File: src/rtl/instruction_sequencer_if.sv
// Bundle between instruction_sequencer and its neighbours: the decoder fetch
// handshake, the start/status lines and the decoded regfile/ALU controls.
interface instruction_sequencer_if;
    logic        start;
    logic [31:0] instruction;
    logic        fetch_en;
    logic [4:0]  rs_addr;
    logic [4:0]  rt_addr;
    logic [4:0]  rd_addr;
    logic [15:0] imm;
    logic [2:0]  alu_op;
    logic        use_imm;
    logic        rf_we;
    logic        busy;
    logic        halted;
    logic [5:0]  instr_count;
    logic [2:0]  fsm_state;

    modport master (
        input  start,
        input  instruction,
        output fetch_en,
        output rs_addr,
        output rt_addr,
        output rd_addr,
        output imm,
        output alu_op,
        output use_imm,
        output rf_we,
        output busy,
        output halted,
        output instr_count,
        output fsm_state
    );

    modport slave (
        output start,
        output instruction,
        input  fetch_en,
        input  rs_addr,
        input  rt_addr,
        input  rd_addr,
        input  imm,
        input  alu_op,
        input  use_imm,
        input  rf_we,
        input  busy,
        input  halted,
        input  instr_count,
        input  fsm_state
    );
endinterface

File: src/rtl/instruction_sequencer.sv
// Multi-cycle FETCH/DECODE/EXECUTE/WRITEBACK sequencer in front of the decoder;
// splits the captured word into regfile/ALU controls and halts on a zero word.
module instruction_sequencer #(
    parameter int MAX_INSTR   = 32,
    parameter int EXEC_CYCLES = 1
) (
    input logic              clk,
    input logic              reset,
    instruction_sequencer_if.master bus
);
    localparam logic [2:0] S_IDLE      = 3'd0;
    localparam logic [2:0] S_FETCH     = 3'd1;
    localparam logic [2:0] S_DECODE    = 3'd2;
    localparam logic [2:0] S_EXECUTE   = 3'd3;
    localparam logic [2:0] S_WRITEBACK = 3'd4;
    localparam logic [2:0] S_HALT      = 3'd5;

    localparam logic [3:0] EXEC_LAST   = 4'(EXEC_CYCLES - 1);
    localparam logic [5:0] COUNT_LIMIT = 6'(MAX_INSTR);

    logic [2:0]  state;
    logic [2:0]  state_next;
    logic [31:0] ir;
    logic [3:0]  exec_cnt;
    logic [5:0]  instr_count;
    logic [5:0]  count_inc;

    assign count_inc = instr_count + 6'd1;

    // Fetch handshake: fetch_en is a one-cycle request with no ready; the decoder
    // answers with the word on the following cycle (our DECODE) and drives zero
    // otherwise, so the word is sampled only in DECODE.
    always_comb begin
        state_next = state;
        case (state)
            S_IDLE:      if (bus.start) state_next = S_FETCH;
            S_FETCH:     state_next = S_DECODE;
            S_DECODE:    state_next = (bus.instruction == 32'd0) ? S_HALT : S_EXECUTE;
            S_EXECUTE:   if (exec_cnt == EXEC_LAST) state_next = S_WRITEBACK;
            S_WRITEBACK: state_next = (count_inc == COUNT_LIMIT) ? S_HALT : S_FETCH;
            S_HALT:      state_next = S_HALT;
            default:     state_next = S_IDLE;
        endcase
    end

    always_ff @(posedge clk) begin
        if (reset) begin
            state       <= S_IDLE;
            ir          <= 32'd0;
            exec_cnt    <= 4'd0;
            instr_count <= 6'd0;
        end else begin
            state <= state_next;
            if (state == S_DECODE) begin
                ir       <= bus.instruction;
                exec_cnt <= 4'd0;
            end
            if (state == S_EXECUTE && exec_cnt != EXEC_LAST) begin
                exec_cnt <= exec_cnt + 4'd1;
            end
            // The guard keeps the count saturated even though WRITEBACK at the
            // limit always leads to HALT.
            if (state == S_WRITEBACK && instr_count != COUNT_LIMIT) begin
                instr_count <= count_inc;
            end
        end
    end

    assign bus.fetch_en    = (state == S_FETCH);
    assign bus.rf_we       = (state == S_WRITEBACK);
    assign bus.busy        = (state == S_FETCH) || (state == S_DECODE) ||
                             (state == S_EXECUTE) || (state == S_WRITEBACK);
    assign bus.halted      = (state == S_HALT);
    assign bus.instr_count = instr_count;
    assign bus.fsm_state   = state;

    // Opcodes 110/111 are I-type: destination is the rt field.
    assign bus.use_imm = (ir[31:30] == 2'b11);
    assign bus.alu_op  = ir[31:29];
    assign bus.rs_addr = ir[28:24];
    assign bus.rt_addr = ir[23:19];
    assign bus.rd_addr = bus.use_imm ? ir[23:19] : ir[18:14];
    assign bus.imm     = ir[15:0];
endmodule
File: src/flat_wrapper.sv
// flat-port wrapper written by rule: the top's interface ports become plain ports
module instruction_sequencer_flat 
#(
    parameter int MAX_INSTR   = 32,
    parameter int EXEC_CYCLES = 1
)
  (clk, reset, bus_start, bus_instruction, bus_fetch_en, bus_rs_addr, bus_rt_addr, bus_rd_addr, bus_imm, bus_alu_op, bus_use_imm, bus_rf_we, bus_busy, bus_halted, bus_instr_count, bus_fsm_state);
  instruction_sequencer_if bus_i ();
  input logic clk;
  input logic reset;
  input wire logic [$bits(bus_i.start)-1:0] bus_start;
  input wire logic [$bits(bus_i.instruction)-1:0] bus_instruction;
  output wire logic [$bits(bus_i.fetch_en)-1:0] bus_fetch_en;
  output wire logic [$bits(bus_i.rs_addr)-1:0] bus_rs_addr;
  output wire logic [$bits(bus_i.rt_addr)-1:0] bus_rt_addr;
  output wire logic [$bits(bus_i.rd_addr)-1:0] bus_rd_addr;
  output wire logic [$bits(bus_i.imm)-1:0] bus_imm;
  output wire logic [$bits(bus_i.alu_op)-1:0] bus_alu_op;
  output wire logic [$bits(bus_i.use_imm)-1:0] bus_use_imm;
  output wire logic [$bits(bus_i.rf_we)-1:0] bus_rf_we;
  output wire logic [$bits(bus_i.busy)-1:0] bus_busy;
  output wire logic [$bits(bus_i.halted)-1:0] bus_halted;
  output wire logic [$bits(bus_i.instr_count)-1:0] bus_instr_count;
  output wire logic [$bits(bus_i.fsm_state)-1:0] bus_fsm_state;
  assign bus_i.start = bus_start;
  assign bus_i.instruction = bus_instruction;
  assign bus_fetch_en = bus_i.fetch_en;
  assign bus_rs_addr = bus_i.rs_addr;
  assign bus_rt_addr = bus_i.rt_addr;
  assign bus_rd_addr = bus_i.rd_addr;
  assign bus_imm = bus_i.imm;
  assign bus_alu_op = bus_i.alu_op;
  assign bus_use_imm = bus_i.use_imm;
  assign bus_rf_we = bus_i.rf_we;
  assign bus_busy = bus_i.busy;
  assign bus_halted = bus_i.halted;
  assign bus_instr_count = bus_i.instr_count;
  assign bus_fsm_state = bus_i.fsm_state;
  instruction_sequencer #(.MAX_INSTR(MAX_INSTR), .EXEC_CYCLES(EXEC_CYCLES)) u_core (.clk(clk), .reset(reset), .bus(bus_i));
endmodule
File: config.mk
export PLATFORM = sky130hd
export DESIGN_NAME = instruction_sequencer_flat
export DESIGN_NICKNAME = d
export VERILOG_FILES = /design/src/rtl/instruction_sequencer_if.sv /design/src/rtl/instruction_sequencer.sv /design/src/flat_wrapper.sv
export SDC_FILE = /design/constraint.sdc
export NUM_CORES = 1
export LEC_CHECK = 0
export BUFFER_PORTS_ARGS = -buffer_cell sky130_fd_sc_hd__buf_2
export CORE_MARGIN = 8
export CORE_UTILIZATION = 40
export DETAILED_ROUTE_END_ITERATION = 10
export PLACE_DENSITY = 0.67
export SLEW_MARGIN = 25
export SYNTH_ARGS = -nofsm -noshare
export SYNTH_HDL_FRONTEND = slang
export SYNTH_SLANG_ARGS = --single-unit
File: constraint.sdc
create_clock -name clk -period 1.8 [get_ports clk]
set_clock_uncertainty 0.05 [all_clocks]
set_input_delay 0.18 -clock clk [delete_from_list [all_inputs] [get_ports clk]]
set_output_delay 0.18 -clock clk [all_outputs]
set_load 0.05 [all_outputs]
==> metrics <==
Worst Hold Endpoint=u_core.ir[23]; Non-Filler Instances=403; clk sink count=45; Post-CTS Hold Buffers=0; worst hold path type=in -> reg; vias in the first global route=1915; r2r endpoint=u_core.bus.instr_count[2]; vias=1921; fraction of registers with async set/reset=0%; GR Util All Layers=12.9%; sequential area share after synthesis=40.4%; post-CTS setup buffers=0; H-Tree Level Count=2; placed insts=397; Reg2Reg Depth=5; sw power=671 uW; fin util=47.3%; Worst-path clk slew=0.08 ns; worst-path maximum fanout=6; CP arrival=1.43 ns; Final Power=2.09 mW; Synth Cell Area=2230 sq um; synthesized net count=322; cell leakage power=1.16 nW; slowest cell on the critical path=mux2_2; Cell Pwr Density=812 nW/um^2; Least-Margin Pin Slew=0.517 ns; CTS tree=built; area leader, netlist=dfxtp_1; mean routed wirelength per cell=13.3 um; M2 GR Usage=23.2%; initial antenna violation count=0; synthesized flop and latch total=45; Peak Freq=0.603 GHz; slowest stage delay, CP=0.37 ns; die area=8220 sq um; DRT antenna net count=0; dpl hpwl=4110 um; portion of total power attributed to sequential cells=51.4%; GR Layer Usage met3=4.66%; switch share=32.1%; Crit. End Element=primary output; Clock Power Share=27.5%; chip height=90.7 um; RSZ-0062 raised after global routing=no; worst r2r src=u_core.bus.fsm_state[1]; dominant synthesized flop cell=dfxtp_1; synthesized area per cell=7.91 sq um; fin crit share=92.2%; n_diodes=0; Syn. warnings=0; Site Rows=27; Post-Route WL=5350 um; vias per std cell=4.77; max cap viols=0; Root Buffer=clkbuf_8; largest net degree at the start of global routing=45; Hold Crit Start=bus_instruction[23]; Setup CP Type=reg -> out; R2R Setup Slk=0.21 ns; Top Usage Layer GRT=met2; Comb pwr share=21.2%; DRC viols=0; Post-synth top cells=nand2_1 (77), dfxtp_1 (45), a21oi_1 (36); outcome=finished clean; met1 usage=12.9%; Final Hold Vio Count=0; Clock Tree Buf Depth=2; global-route wire length before repair=8870 um; Initial Util=41.0%; CP Launch Type=flip-flop; setup tns final=0 ns; Max-Slew Margin vs Limit=65.2%; count of cell types in the netlist=36; Post-synth EDFFs=0; area grow syn2layout=15.3%; Gate Count Post-Synth=282; routability congestion estimate=0.801; GRT overflow=0; Placeable Area=5440 sq um; share of layout cells above drive strength 1=33.5%; Die W=90.7 um; initial DRC count=62; I/O Pins=83; Synth top area share=40.4%; synth top area cells=dfxtp_1 (40%), nand2_1 (13%), buf_4 (10%); # setup viols final=0; most frequent cell after synthesis=nand2_1; worst-skew pair later-pin latency=0.29 ns; hold depth=3; Critical Path RT=1.57 ns; worst-path cell chain=nand2_1 > mux2_2 > buf_2; Tmin final=1.66 ns; drt first pass iters=4; final net count=372; PortBufs=82; post_cts resized=0; Internal=1.42 mW; CTS buffer count=5; fin. max-slew vios=0; peak supply drop=324 uV
-- final cells by class --
| class | count | area [sq um] |
|---|---|---|
| clock buffers | 5 | 68.8 |
| clock inverters | 1 | 5.00 |
| fillers | 560 | 2870 |
| inverters | 6 | 22.5 |
| multi-input cells | 186 | 1020 |
| flip-flops and latches | 45 | 907 |
| well taps | 72 | 90.1 |
| repair buffers | 88 | 455 |
-- critical path: cells and delay by family (launching register included) --
kind	cells	cell delay, ns
AND/OR/NAND/NOR	1	0.22
multiplexers	1	0.37
flip-flops	1	0.34
buffers and inverters	1	0.21
-- layout by cell type, fill, tap and decap left out, types with 2 or more instances in the layout --
master	n
a21oi_1	36
and2_1	2
and3_1	2
buf_2	82
buf_4	6
clkbuf_8	5
dfxtp_1	40
dfxtp_2	5
ha_1	5
inv_1	6
mux2_2	5
nand2_1	77
nand3_1	3
nand4_1	3
nor2_1	13
nor3_1	3
nor4_1	10
xnor2_1	3
xor2_1	7
-- cell families (layout without fill, tap and decap cells) --
family / Yosys count / count (layout) / synth area share (%)
XOR/XNOR: 10 / 10 / 3.93
buffers and inverters: 51 / 100 / 14.2
AND/OR/NAND/NOR: 121 / 121 / 24.2
multiplexers: 6 / 6 / 2.97
flip-flops: 45 / 45 / 40.4
AO/OA/AOI/OAI: 44 / 44 / 11.5
adder cells (fa/ha/maj): 5 / 5 / 2.80
-- sequential cells by signal (all words and copies together) (netlist names) --
| register | count |
|---|---|
| u_core.bus.instr_count | 6 |
| u_core.bus.fsm_state | 3 |
| u_core.ir | 32 |
| u_core.exec_cnt | 4 |
-- worst max path at each step --
stage | to | startpoint | slack [ns]
after detailed placement | u_core.bus.fsm_state[2] | bus_instruction[16] | 0.15
after global routing | bus_rd_addr[2] | u_core.ir[30] | 0.05
after floorplan | u_core.bus.fsm_state[2] | u_core.bus.fsm_state[1] | 0.009
after CTS | bus_rd_addr[2] | u_core.ir[30] | 0.12
final | bus_rd_addr[2] | u_core.ir[30] | 0.14
after global placement | u_core.bus.fsm_state[2] | bus_instruction[24] | 0.17
-- layer usage --
metal	wire length, um	part of all wire, %
met4	129	2.4
met2	2720	51
met3	383	7.2
met1	2110	39
met5	0	0
-- metrics by stage --
stage | instance area, sq um | hold WS (ns) | worst slack [ns]
floorplan | 2250 | 0.266 | 0.00895
global placement | 2500 | 0.385 | 0.171
detailed placement | 2500 | 0.391 | 0.154
CTS | 2570 | 0.0727 | 0.116
global route | 2570 | 0.0765 | 0.0455
finish | 2570 | 0.0785 | 0.140
-- power groups by stage --
stage / clock network [mW] / registers, mW / logic [mW]
after floorplan: 0 / 1.10 / 0.359
after global placement: 0 / 1.09 / 0.448
after detailed placement: 0 / 1.10 / 0.449
after CTS: 0.600 / 1.07 / 0.450
after global routing: 0.637 / 1.08 / 0.478
final: 0.574 / 1.07 / 0.442
(Power assumes the default switching activity.)
